<file path="src/rtl/mips_mc_pkg.sv">
// Shared definitions for the multicycle MIPS controller: state and opcode
// encodings, mux-select encodings and the packed control word.
package mips_mc_pkg;

    localparam int OPC_W = 6;

    typedef enum logic [3:0] {
        S_FETCH  = 4'd0,
        S_DECODE = 4'd1,
        S_MEMADR = 4'd2,
        S_MEMRD  = 4'd3,
        S_MEMWB  = 4'd4,
        S_MEMWR  = 4'd5,
        S_EXEC   = 4'd6,
        S_ALUWB  = 4'd7,
        S_BRANCH = 4'd8,
        S_JUMP   = 4'd9,
        S_ADDIEX = 4'd10,
        S_ADDIWB = 4'd11,
        S_HALT   = 4'd15
    } state_t;

    localparam logic [OPC_W-1:0] OP_RTYPE = 6'b000000;
    localparam logic [OPC_W-1:0] OP_LW    = 6'b100011;
    localparam logic [OPC_W-1:0] OP_SW    = 6'b101011;
    localparam logic [OPC_W-1:0] OP_BEQ   = 6'b000100;
    localparam logic [OPC_W-1:0] OP_J     = 6'b000010;
    localparam logic [OPC_W-1:0] OP_ADDI  = 6'b001000;

    localparam logic [1:0] ALUOP_ADD   = 2'b00;
    localparam logic [1:0] ALUOP_SUB   = 2'b01;
    localparam logic [1:0] ALUOP_FUNCT = 2'b10;

    localparam logic [1:0] PCSRC_ALU    = 2'b00;
    localparam logic [1:0] PCSRC_ALUOUT = 2'b01;
    localparam logic [1:0] PCSRC_JUMP   = 2'b10;

    localparam logic [1:0] SRCB_REG    = 2'b00;
    localparam logic [1:0] SRCB_FOUR   = 2'b01;
    localparam logic [1:0] SRCB_IMM    = 2'b10;
    localparam logic [1:0] SRCB_IMM_SH = 2'b11;

    typedef struct packed {
        logic       pc_write;
        logic       pc_write_cond;
        logic       i_or_d;
        logic       mem_read;
        logic       mem_write;
        logic       ir_write;
        logic       mem_to_reg;
        logic       alu_src_a;
        logic       reg_write;
        logic       reg_dst;
        logic [1:0] pc_source;
        logic [1:0] alu_op;
        logic [1:0] alu_src_b;
    } ctrl_t;

endpackage

</file>
<file path="src/rtl/multicycle_control_decode.sv">
// Combinational map from the current state (and mem_ready in FETCH) to the
// datapath control word. Anything not set for a state stays 0.
module multicycle_control_decode
    import mips_mc_pkg::*;
(
    input  state_t state,
    input  logic   mem_ready,
    output ctrl_t  ctrl
);

    always_comb begin
        ctrl = '0;
        case (state)
            S_FETCH: begin
                ctrl.mem_read  = 1'b1;
                ctrl.i_or_d    = 1'b0;
                ctrl.alu_src_a = 1'b0;
                ctrl.alu_src_b = SRCB_FOUR;
                ctrl.alu_op    = ALUOP_ADD;
                ctrl.pc_source = PCSRC_ALU;
                // IR load and PC+4 commit only on the cycle memory delivers
                ctrl.ir_write  = mem_ready;
                ctrl.pc_write  = mem_ready;
            end
            S_DECODE: begin
                ctrl.alu_src_a = 1'b0;
                ctrl.alu_src_b = SRCB_IMM_SH;
                ctrl.alu_op    = ALUOP_ADD;
            end
            S_MEMADR: begin
                ctrl.alu_src_a = 1'b1;
                ctrl.alu_src_b = SRCB_IMM;
                ctrl.alu_op    = ALUOP_ADD;
            end
            S_MEMRD: begin
                ctrl.mem_read = 1'b1;
                ctrl.i_or_d   = 1'b1;
            end
            S_MEMWB: begin
                ctrl.reg_write  = 1'b1;
                ctrl.mem_to_reg = 1'b1;
                ctrl.reg_dst    = 1'b0;
            end
            S_MEMWR: begin
                ctrl.mem_write = 1'b1;
                ctrl.i_or_d    = 1'b1;
            end
            S_EXEC: begin
                ctrl.alu_src_a = 1'b1;
                ctrl.alu_src_b = SRCB_REG;
                ctrl.alu_op    = ALUOP_FUNCT;
            end
            S_ALUWB: begin
                ctrl.reg_write  = 1'b1;
                ctrl.reg_dst    = 1'b1;
                ctrl.mem_to_reg = 1'b0;
            end
            S_BRANCH: begin
                ctrl.alu_src_a     = 1'b1;
                ctrl.alu_src_b     = SRCB_REG;
                ctrl.alu_op        = ALUOP_SUB;
                ctrl.pc_write_cond = 1'b1;
                ctrl.pc_source     = PCSRC_ALUOUT;
            end
            S_JUMP: begin
                ctrl.pc_write  = 1'b1;
                ctrl.pc_source = PCSRC_JUMP;
            end
            S_ADDIEX: begin
                ctrl.alu_src_a = 1'b1;
                ctrl.alu_src_b = SRCB_IMM;
                ctrl.alu_op    = ALUOP_ADD;
            end
            S_ADDIWB: begin
                ctrl.reg_write  = 1'b1;
                ctrl.reg_dst    = 1'b0;
                ctrl.mem_to_reg = 1'b0;
            end
            default: ctrl = '0;
        endcase
    end

endmodule

</file>
<file path="src/rtl/multicycle_control.sv">
// Multicycle MIPS sequencer: state register, next-state logic, sticky halt
// flag, and reset gating of all write enables.
module multicycle_control
    import mips_mc_pkg::*;
#(
    parameter int OPC_W = 6
) (
    input  logic             clk,
    input  logic             reset,
    input  logic [OPC_W-1:0] opcode,
    input  logic             zero,
    input  logic             mem_ready,
    output logic             pc_write,
    output logic             pc_write_cond,
    output logic             i_or_d,
    output logic             mem_read,
    output logic             mem_write,
    output logic             ir_write,
    output logic             mem_to_reg,
    output logic             alu_src_a,
    output logic             reg_write,
    output logic             reg_dst,
    output logic [1:0]       pc_source,
    output logic [1:0]       alu_op,
    output logic [1:0]       alu_src_b,
    output logic             pc_en,
    output logic             halted,
    output logic [3:0]       state
);

    localparam int N_WEN = 5;

    state_t state_reg;
    state_t state_next;
    logic   halted_reg;
    ctrl_t  ctrl;

    logic [N_WEN-1:0] wen_raw;
    logic [N_WEN-1:0] wen_gated;

    always_ff @(posedge clk) begin
        if (reset) begin
            state_reg  <= S_FETCH;
            halted_reg <= 1'b0;
        end else begin
            state_reg <= state_next;
            if (state_next == S_HALT) begin
                halted_reg <= 1'b1;
            end
        end
    end

    always_comb begin
        state_next = state_reg;
        case (state_reg)
            S_FETCH:  state_next = mem_ready ? S_DECODE : S_FETCH;
            S_DECODE: begin
                if (opcode == OP_RTYPE) begin
                    state_next = S_EXEC;
                end else if (opcode == OP_LW || opcode == OP_SW) begin
                    state_next = S_MEMADR;
                end else if (opcode == OP_BEQ) begin
                    state_next = S_BRANCH;
                end else if (opcode == OP_J) begin
                    state_next = S_JUMP;
                end else if (opcode == OP_ADDI) begin
                    state_next = S_ADDIEX;
                end else begin
                    state_next = S_HALT;
                end
            end
            S_MEMADR: begin
                // opcode is re-read here to pick the access direction
                if (opcode == OP_LW) begin
                    state_next = S_MEMRD;
                end else if (opcode == OP_SW) begin
                    state_next = S_MEMWR;
                end else begin
                    state_next = S_HALT;
                end
            end
            S_MEMRD:  state_next = mem_ready ? S_MEMWB : S_MEMRD;
            S_MEMWB:  state_next = S_FETCH;
            S_MEMWR:  state_next = mem_ready ? S_FETCH : S_MEMWR;
            S_EXEC:   state_next = S_ALUWB;
            S_ALUWB:  state_next = S_FETCH;
            S_BRANCH: state_next = S_FETCH;
            S_JUMP:   state_next = S_FETCH;
            S_ADDIEX: state_next = S_ADDIWB;
            S_ADDIWB: state_next = S_FETCH;
            S_HALT:   state_next = S_HALT;
            default:  state_next = S_FETCH;
        endcase
    end

    multicycle_control_decode u_decode (
        .state     (state_reg),
        .mem_ready (mem_ready),
        .ctrl      (ctrl)
    );

    // Every architectural write enable is blocked while reset is held, so an
    // aborted instruction cannot commit anything after the reset edge.
    assign wen_raw = {ctrl.pc_write, ctrl.pc_write_cond, ctrl.ir_write,
                      ctrl.mem_write, ctrl.reg_write};

    generate
        for (genvar gi = 0; gi < N_WEN; gi++) begin : g_wen
            assign wen_gated[gi] = wen_raw[gi] & ~reset;
        end
    endgenerate

    assign pc_write      = wen_gated[4];
    assign pc_write_cond = wen_gated[3];
    assign ir_write      = wen_gated[2];
    assign mem_write     = wen_gated[1];
    assign reg_write     = wen_gated[0];
    assign pc_en         = wen_gated[4] | (wen_gated[3] & zero);

    assign i_or_d     = ctrl.i_or_d;
    assign mem_read   = ctrl.mem_read;
    assign mem_to_reg = ctrl.mem_to_reg;
    assign alu_src_a  = ctrl.alu_src_a;
    assign reg_dst    = ctrl.reg_dst;
    assign pc_source  = ctrl.pc_source;
    assign alu_op     = ctrl.alu_op;
    assign alu_src_b  = ctrl.alu_src_b;

    assign halted = halted_reg;
    assign state  = state_reg;

endmodule

</file>
<file path="config.mk">
export PLATFORM = sky130hd
export DESIGN_NAME = multicycle_control
export DESIGN_NICKNAME = d
export VERILOG_FILES = /design/src/rtl/mips_mc_pkg.sv /design/src/rtl/multicycle_control_decode.sv /design/src/rtl/multicycle_control.sv
export SDC_FILE = /design/constraint.sdc
export NUM_CORES = 1
export LEC_CHECK = 0
export CAP_MARGIN = 20
export CORE_MARGIN = 2
export CORE_UTILIZATION = 30
export DETAILED_ROUTE_END_ITERATION = 6
export SLEW_MARGIN = 10
export SYNTH_ARGS = -nofsm -noshare
export SYNTH_HDL_FRONTEND = slang
export SYNTH_SLANG_ARGS = --single-unit
</file>
<file path="constraint.sdc">
create_clock -name clk -period 1.4 [get_ports clk]
set_input_delay 0.28 -clock clk [delete_from_list [all_inputs] [get_ports clk]]
set_output_delay 0.28 -clock clk [all_outputs]
set_load 0.01 [all_outputs]
</file>
# Word-level counts from Yosys, hierarchy flattened

Index checks and enable logic that the tools add are counted.

Register bits after elaboration: 5
Input port bits: 10
Output and inout bits: 22
Word-level logic and storage cells: 58

Eq/ne operators: 18
Multiplexer cells: 22
Bitwise gates (word level): 8
Reductions and logical operators: 8

Operator list:

| cell                 | number |
|---|---|
| $pmux W4 S8          | 1 |
| $eq A4 B4 Y1 const B | 6 |
| $pmux W4 S5          | 1 |
| $eq A4 B3 Y1 const B | 4 |
| $mux W4              | 4 |
| $mux W3              | 5 |
| $eq A6 B6 Y1 const B | 2 |
| $eq A4 B2 Y1 const B | 2 |
| $mux W1              | 8 |
| $pmux W2 S2          | 2 |
| $reduce_or A2 Y1     | 4 |
| $and A1 B1 Y1        | 6 |
| $eq A6 B2 Y1 const B | 1 |
| $eq A6 B3 Y1 const B | 1 |
| $eq A6 B4 Y1 const B | 1 |
| $logic_not A6 Y1     | 1 |
| $eq A4 B1 Y1 const B | 1 |
| $logic_not A4 Y1     | 1 |
| $reduce_or A4 Y1     | 1 |
| $pmux W1 S2          | 1 |
| $logic_or A1 B1 Y1   | 1 |
| $not A1 Y1           | 1 |
| $or A1 B1 Y1         | 1 |

# Longest topological paths before layout

Gate-level depths: netlist of the first run.

Depth after elaboration: 8
Depth in mapped cells: 6

# Cells and area by module

A second synthesis of the first run with hierarchy kept.

Cell total of the unflattened synthesis: 96
Area total of the unflattened synthesis: 710.7 µm²

Modules (own cells, without submodules):

| module                    | instances | cells an instance | area an instance (µm²) | seq. area each (µm²) |
|---|---|---|---|---|
| multicycle_control        | 1         | 64                | 506.7                  | 100.1 |
| multicycle_control_decode | 1         | 32                | 203.9                  | 0.0 |

# Least setup slack after synthesis of the first run

Ideal clock, no wire load.

Path kind: reg2out
From: reg state_reg[0], in the netlist state[0]
To: out pc_en
Arrival time: 1432 ps
Data required time: 1120 ps
Setup slack: -312 ps
Cell stages (with the launch flop): 6
Path buffers: 1
Cell sequence: dfxtp_1 buf_2 nor3b_1 a21oi_1 nor4_1 a21o_1

Elaborated cells on any way between the ends: 9
Classes of those cells: eq/ne: 2; mux: 2; bitwise: 4; reduce/logical: 1

RTL lines:

| element                                                 | line                            | source |
|---|---|---|
| start, declared                                         | multicycle_control.sv:33        | `state_t state_reg;` |
| start signal, assigned                                  | multicycle_control.sv:46        | `state_reg <= state_next;` |
| $eq A4 B4 Y1 / $logic_not A4 Y1 (equally long branches) | multicycle_control_decode.sv:13 | `case (state)` |
| $pmux W1 S2 (*)                                         | multicycle_control_decode.sv:13 |  |
| $and A1 B1 Y1 (*)                                       | multicycle_control.sv:109       | `assign wen_gated[gi] = wen_raw[gi] & ~reset;` |
| net pc_write                                            | multicycle_control.sv:13        | `output logic pc_write,` |
| $or A1 B1 Y1 (*)                                        | multicycle_control.sv:118       | `assign pc_en = wen_gated[4] \| (wen_gated[3] & zero);` |
| end, declared                                           | multicycle_control.sv:26        | `output logic pc_en,` |

The timed path passes the listed nets; every way through them passes the cells marked *.

# Worst setup path in the final report of the first run

From: reg state_reg[1], in the netlist state[1]
To: out alu_src_b[1]

Cells in the longest elaborated chain, start to end: 3
Elaborated cells on any way between the ends: 8
Classes of those cells: eq/ne: 5; mux: 1; reduce/logical: 2

Ends and longest elaborated chain:

| element                                             | line                            | source |
|---|---|---|
| $eq A4 B2 Y1 / $eq A4 B4 Y1 (equally long branches) | multicycle_control_decode.sv:13 |  |
| $reduce_or A2 Y1 (no line)                          | --                              |  |
| $pmux W4 S5 (*)                                     | multicycle_control_decode.sv:13 |  |
| end, declared                                       | multicycle_control.sv:25        | `output logic [1:0] alu_src_b,` |

Every way passes the cells marked *; elsewhere a longest branch is shown, timed or not.

==> results of run 1 <==
[timing repair]
item	4_1_cts	5_1_grt
gates resized for setup	120	46
setup endpoints to repair	26	23
cloned	0	0
pin swaps	11	22
setup buffers	7	13
[cell usage after synthesis (3+ instances only)]
| cell type | instances | area share |
|---|---|---|
| nor2_1 | 8 | 0.045 |
| nor3_1 | 7 | 0.053 |
| a21oi_1 | 6 | 0.045 |
| nor4_1 | 6 | 0.057 |
| dfxtp_1 | 5 | 0.15 |
| nand2_1 | 5 | 0.028 |
| and3_1 | 4 | 0.038 |
| nand2b_1 | 4 | 0.038 |
| o21ai_0 | 4 | 0.030 |
| buf_6 | 3 | 0.051 |
| nor2b_1 | 3 | 0.028 |
[through the flow]
step | TNS [ns] | power, mW | util | hold slack (ns)
final | -2.817 | 3.297 | 0.7542 | 0.4642
after detailed placement | -8.872 | 2.156 | 0.5743 | 0.4579
after floorplan | -0.1773 | 1.272 | - | 0.4744
after global placement | -8.447 | 2.139 | 0.5743 | 0.4494
after CTS | -2.900 | 2.662 | 0.6540 | 0.4682
after global routing | -3.905 | 3.460 | 0.7542 | 0.4788
[layer usage]
| metal | GRT usage | wire length [um] | vias to the layer above |
|---|---|---|---|
| met2 | 0.4134 | 1966 | 34 |
| met1 | 0.2313 | 1255 | 518 |
| met5 | 0 | 0 | - |
| li1 | - | - | 495 |
| met4 | 0.04505 | 41 | 0 |
| met3 | 0.04094 | 105 | 5 |
[cells in the final DEF (no fill, tap or decap), types with 2 or more instances in the layout]
cell / n
nor4_4: 3
nor2_2: 4
a21oi_1: 2
clkbuf_2: 2
nor2b_1: 2
nor3_2: 5
xor2_1: 2
buf_6: 24
nand2_1: 2
nor3b_2: 2
o211ai_1: 2
buf_4: 27
and2b_1: 2
a211oi_4: 2
nor2_1: 4
nor4_2: 2
nand2_2: 3
dfxtp_4: 4
o21ai_0: 2
buf_2: 15
nand2b_4: 4
nand3_1: 2
clkbuf_4: 3
nor3_4: 2
dlygate4sd2_1: 10
and3_4: 3
a21oi_2: 3
o21ai_2: 2
[where the power goes]
group	switching, mW	internal [mW]	leakage [nW]
Clock	0.0721	0.109	0.0150
Sequential	0.110	0.218	0.0437
Combinational	1.25	1.54	0.681
Total	1.43	1.87	0.740
[path summary, 6_finish.rpt]
kind | from | to | slack, ns
setup / recovery | state[1] | alu_src_b[1] | -0.27
hold / removal | halted | halted | 0.46
setup reg to reg | state[3] | halted | -0.26
hold reg to reg | halted | halted | 0.46
[worst max-delay path, stage by stage, from the launching register on]
cell and delay [ns]:
dfxtp_4 0.38, buf_8 0.15, or3_1 0.34, a21oi_2 0.13
buf_2 0.14
[cells by family (layout without fill, tap and decap cells)]
logic type      count (synthesis)  after routing  share of synthesized area
buf+inv                         8             87                    0.09244
flops                           5              5                     0.1509
simple gates                   52             52                     0.4547
xor+xnor                        3              3                    0.03963
compound gates                 23             23                     0.2623
[final cells by class]
type,instances,area [um^2]
well taps,28,35.03
repair buffers,81,683.2
flip-flops and latches,5,115.1
fillers,159,528.0
clock buffers,4,26.28
inverters,2,7.507
multi-input cells,78,753.2
==> impl_metrics.py, run 1 <==
metrics = {
    "status": {
        "status": "complete, but fails checks",
        "violations": "negative setup slack",
    },
    "synthesis": {
        "ys_seq_area_frac": 0.1509,
        "async_flop_share": 0,
        "netlist_area_um2": 663.1,
        "synth_fp_nets": 101,
        "synth_edf_count": 0,
        "netlist-cell-type-count": 38,
        "avgSynthCellArea_um2": 7.287,
        "ys_warn_count": 0,
        "synthCells": 91,
        "yosys_most_used_dff": "dfxtp_1",
        "ys_seq_elements": 5,
    },
    "cts": {
        "root_buffer": "clkbuf_4",
        "cts.sinks": 5,
        "cts_hold_buffers": 0,
        "cts_buffers": 3,
        "htree_levels": 1,
        "cts_tree": "built",
        "cts.path.max_buffers": 2,
        "clock_latency_ns": 0.26,
        "path_clk_slew_ns": 0.05,
    },
    "floorplan": {
        "pin_count": 32,
        "dieWidth_um": 51.02,
        "die_h_um": 51.02,
        "die-area_um2": 2603,
        "core.rowCount": 17,
        "core_um2": 2148,
        "initial_utilization": 0.3087,
    },
    "timing": {
        "hold_viol": 0,
        "fin_ws_ns": -0.2720,
        "skew_ns": 0.003332,
        "timing.fmax_ghz": 0.5981,
        "rsz0062_at_grt": "yes",
        "worst_slew_pin_slew_ns": 0.3462,
        "min_period_ns": 1.672,
        "maxSlewHeadroom": 0.7673,
        "min_period_over_period": 1.194,
        "slew_violations": 0,
        "setup_viol": 22,
    },
    "route": {
        "viasPerCell": 5.313,
        "num_vias": 1052,
        "ant_nets": 0,
        "firstDrtPassIters": 4,
        "drc": 0,
        "dr.first_iter.drc_count": 19,
        "drt_wl_total_um": 3368,
        "wire_per_inst_um": 17.01,
    },
    "finish": {
        "layout-drive-gt1-share": 0.7176,
        "largest_reg_flops": 4,
        "area_growth_pct": 144.3,
        "instances_no_fill": 198,
        "diodes": 0,
        "nets": 181,
        "fin_area_um2": 1620,
    },
    "placed_design": {
        "dpl_worst_slack_ns": -0.7880,
        "io_buffers": 31,
        "postPlaceCellArea_um2": 1234,
        "place_hpwl_um": 1777,
        "placed_cells": 175,
        "place_congestion": 0.8256,
    },
    "power_and_ir_drop": {
        "leakage_nw": 0.7397,
        "vdd_drop_max_mv": 1.093,
        "power.density_nw_per_um2": 2035,
    },
    "grt": {
        "grt.overflow.total": 0,
        "antenna_found_initial": 0,
        "grt_first_pass_wirelength_um": 4146,
        "grt_start_max_net_pins": 10,
        "grt_pass1_vias": 936,
        "grt_usage": 0.2117,
    },
    "setup_path": {
        "worstPathRequired_ns": 1.12,
        "r2r.worst_path.cells": 7,
        "path_class": "reg2out",
        "critPathArrivalTime_ns": 1.39,
        "end_kind": "output port",
        "crit_fanout": 8,
        "start_kind": "flip-flop",
    },
    "hold_path": {
        "hold_class": "reg2reg",
        "whs_path_depth": 2,
    },
    "flow_run": {
        "max_cap_violations": 0,
    },
}
Power figures use the tool's default switching activity.
==> inputs of run 2 (changes only) <==
--- a/config.mk
+++ b/config.mk
@@ -6,10 +6,10 @@
 export NUM_CORES = 1
 export LEC_CHECK = 0
 export CAP_MARGIN = 20
-export CORE_MARGIN = 2
 export CORE_UTILIZATION = 30
 export DETAILED_ROUTE_END_ITERATION = 6
 export SLEW_MARGIN = 10
 export SYNTH_ARGS = -nofsm -noshare
 export SYNTH_HDL_FRONTEND = slang
 export SYNTH_SLANG_ARGS = --single-unit
+export TNS_END_PERCENT = 20
==> run 2 against run 1 <==
The flow still finishes with violations (negative setup slack); setup slack worse by 0.023 ns; maximum frequency decreased by 1.4%; die area decreased by 7.7%; register-to-register slack about the same; via count down 5.9%; sequential cell count unchanged; final cell count decreased by 5.1%; first-iteration DRC count shrank 16%; largest power group unchanged; critical path depth up 1; worst hold slack gained 0.0059 ns.
==> impl_metrics.py, run 2 (synthesis gave the netlist of run 1 again) <==
metrics = {
    "status": {
        "status": "complete, but fails checks",
        "violations": "negative setup slack",
    },
    "power_and_ir_drop": {
        "leakage_nw": 0.7139,
        "power.density_nw_per_um2": 1918,
        "vdd_drop_max_mv": 0.9875,
    },
    "finish": {
        "nets": 172,
        "diodes": 0,
        "layout-drive-gt1-share": 0.6584,
        "layout_common_cells": "buf_4 (28), buf_2 (17), buf_6 (10)",
        "fin_area_um2": 1503,
        "final_common_cell": "buf_4",
        "largest_reg_flops": 4,
        "area_growth_pct": 126.6,
        "fill_cells": 145,
    },
    "cts": {
        "cts_buffers": 3,
        "cts.path.max_buffers": 2,
        "htree_levels": 1,
        "cts_tree": "built",
        "root_buffer": "clkbuf_4",
        "clock_latency_ns": 0.24,
        "path_clk_slew_ns": 0.04,
        "cts_hold_buffers": 0,
        "cts.sinks": 5,
    },
    "grt": {
        "grt_first_pass_wirelength_um": 4264,
        "met1_usage": 0.2734,
        "grt_use_met2": 0.4352,
        "grt-busiest-layer": "met2",
        "use_met3": 0.02804,
        "grt.overflow.total": 0,
        "grt_start_max_net_pins": 9,
        "antenna_found_initial": 0,
        "grt_usage": 0.2257,
        "grt_pass1_vias": 912,
    },
    "route": {
        "drc": 0,
        "wire_per_inst_um": 15.35,
        "ant_nets": 0,
        "dr.first_iter.drc_count": 16,
        "viasPerCell": 5.266,
        "drt_wl_total_um": 2886,
        "num_vias": 990,
        "firstDrtPassIters": 4,
    },
    "setup_path": {
        "crit_chain": "nor3b_4 > a21oi_2 > nor4_4 > a21o_1 > buf_2",
        "crit_fanout": 7,
        "path_class": "reg2out",
        "critPathArrivalTime_ns": 1.42,
        "max_stage_delay_ns": 0.38,
        "start_kind": "flip-flop",
        "r2r.worst_path.cells": 6,
        "end_kind": "output port",
        "worstPathRequired_ns": 1.12,
        "crit_path_top_delay_cell": "dfxtp_4",
    },
    "placed_design": {
        "place_congestion": 0.8451,
        "place_hpwl_um": 1687,
        "io_buffers": 31,
        "postPlaceCellArea_um2": 1207,
    },
    "floorplan": {
        "dieWidth_um": 49.02,
        "core.rowCount": 16,
        "die_h_um": 49.02,
        "pin_count": 32,
        "die-area_um2": 2402,
        "core_um2": 2022,
        "initial_utilization": 0.3280,
    },
    "timing": {
        "setup_viol": 21,
        "skew_ns": 0.001764,
        "maxSlewHeadroom": 0.7857,
        "slew_violations": 0,
        "timing.fmax_ghz": 0.5899,
        "worst_slew_pin_slew_ns": 0.3188,
        "min_period_ns": 1.695,
        "rsz0062_at_grt": "yes",
        "min_period_over_period": 1.211,
        "whs_ns": 0.4701,
        "hold_viol": 0,
        "fin_ws_ns": -0.2953,
    },
    "hold_path": {
        "hold_class": "reg2reg",
        "whs_path_depth": 2,
    },
    "flow_run": {
        "max_cap_violations": 0,
    },
}
-- run 2: changes by cell type in the layout (fill, tap and decap cells not counted), sizes merged --
| cell | change |
|---|---|
| buf | -9 |
| dlygate4sd2 | -1 |
| clkbuf | -2 |
| dlymetal6s2s | +3 |
-- run 2: power by group --
group	leakage [nW]	internal, mW	switching (mW)	total [mW]
combinational	0.655	1.29	1.09	2.38
clock	0.0150	0.108	0.0575	0.165
sequential	0.0437	0.218	0.119	0.337
total	0.714	1.62	1.26	2.88
-- run 2: stage by stage --
step | TNS (ns) | cells | setup slack, ns | total power [mW] | util
CTS | -2.430 | 180 | -0.2644 | 2.448 | 0.6479
detailed placement | -9.131 | 169 | -0.7636 | 2.103 | 0.5972
finish | -2.740 | 188 | -0.2953 | 2.882 | 0.7432
global placement | -8.717 | 169 | -0.7168 | 2.090 | 0.5972
global route | -4.169 | 188 | -0.4228 | 3.063 | 0.7432
floorplan | -0.2672 | 91 | -0.09912 | 1.254 | -
-- run 2: worst paths after layout --
| check | startpoint | end | slack (ns) |
|---|---|---|---|
| setup reg to reg | state[3] | halted | -0.27 |
| setup / recovery | state[3] | pc_en | -0.30 |
| hold reg to reg | halted | halted | 0.47 |
| hold / removal | halted | halted | 0.47 |
-- run 2: layout make-up --
class	count	area [um^2]	share of cell area
clock buffers	4	26.28	0.01749
well taps	27	33.78	0.02248
multi-input cells	78	713.2	0.4746
flip-flops and latches	5	115.1	0.07660
repair buffers	72	606.8	0.4038
inverters	2	7.507	0.004996
-- run 2: layer usage --
metal,vias up,part of all wire
met5,-,0
met4,0,0
met3,0,0.037
met2,38,0.54
met1,476,0.42
li1,476,-
-- run 2: timing repair --
| action | in CTS | in global routing |
|---|---|---|
| resized for setup | 110 | 26 |
| pin swaps | 9 | 10 |
| setup buffers | 7 | 8 |
| endpoints found under the setup margin | 26 | 23 |
| endpoints found under the hold margin | 0 | 0 |
-- run 2: critical path: cells and delay by family, from the launching register on --
| kind | cells | cell delay, ns |
|---|---|---|
| compound gates | 2 | 0.17 |
| buf+inv | 1 | 0.12 |
| flops | 1 | 0.38 |
| simple gates | 2 | 0.50 |
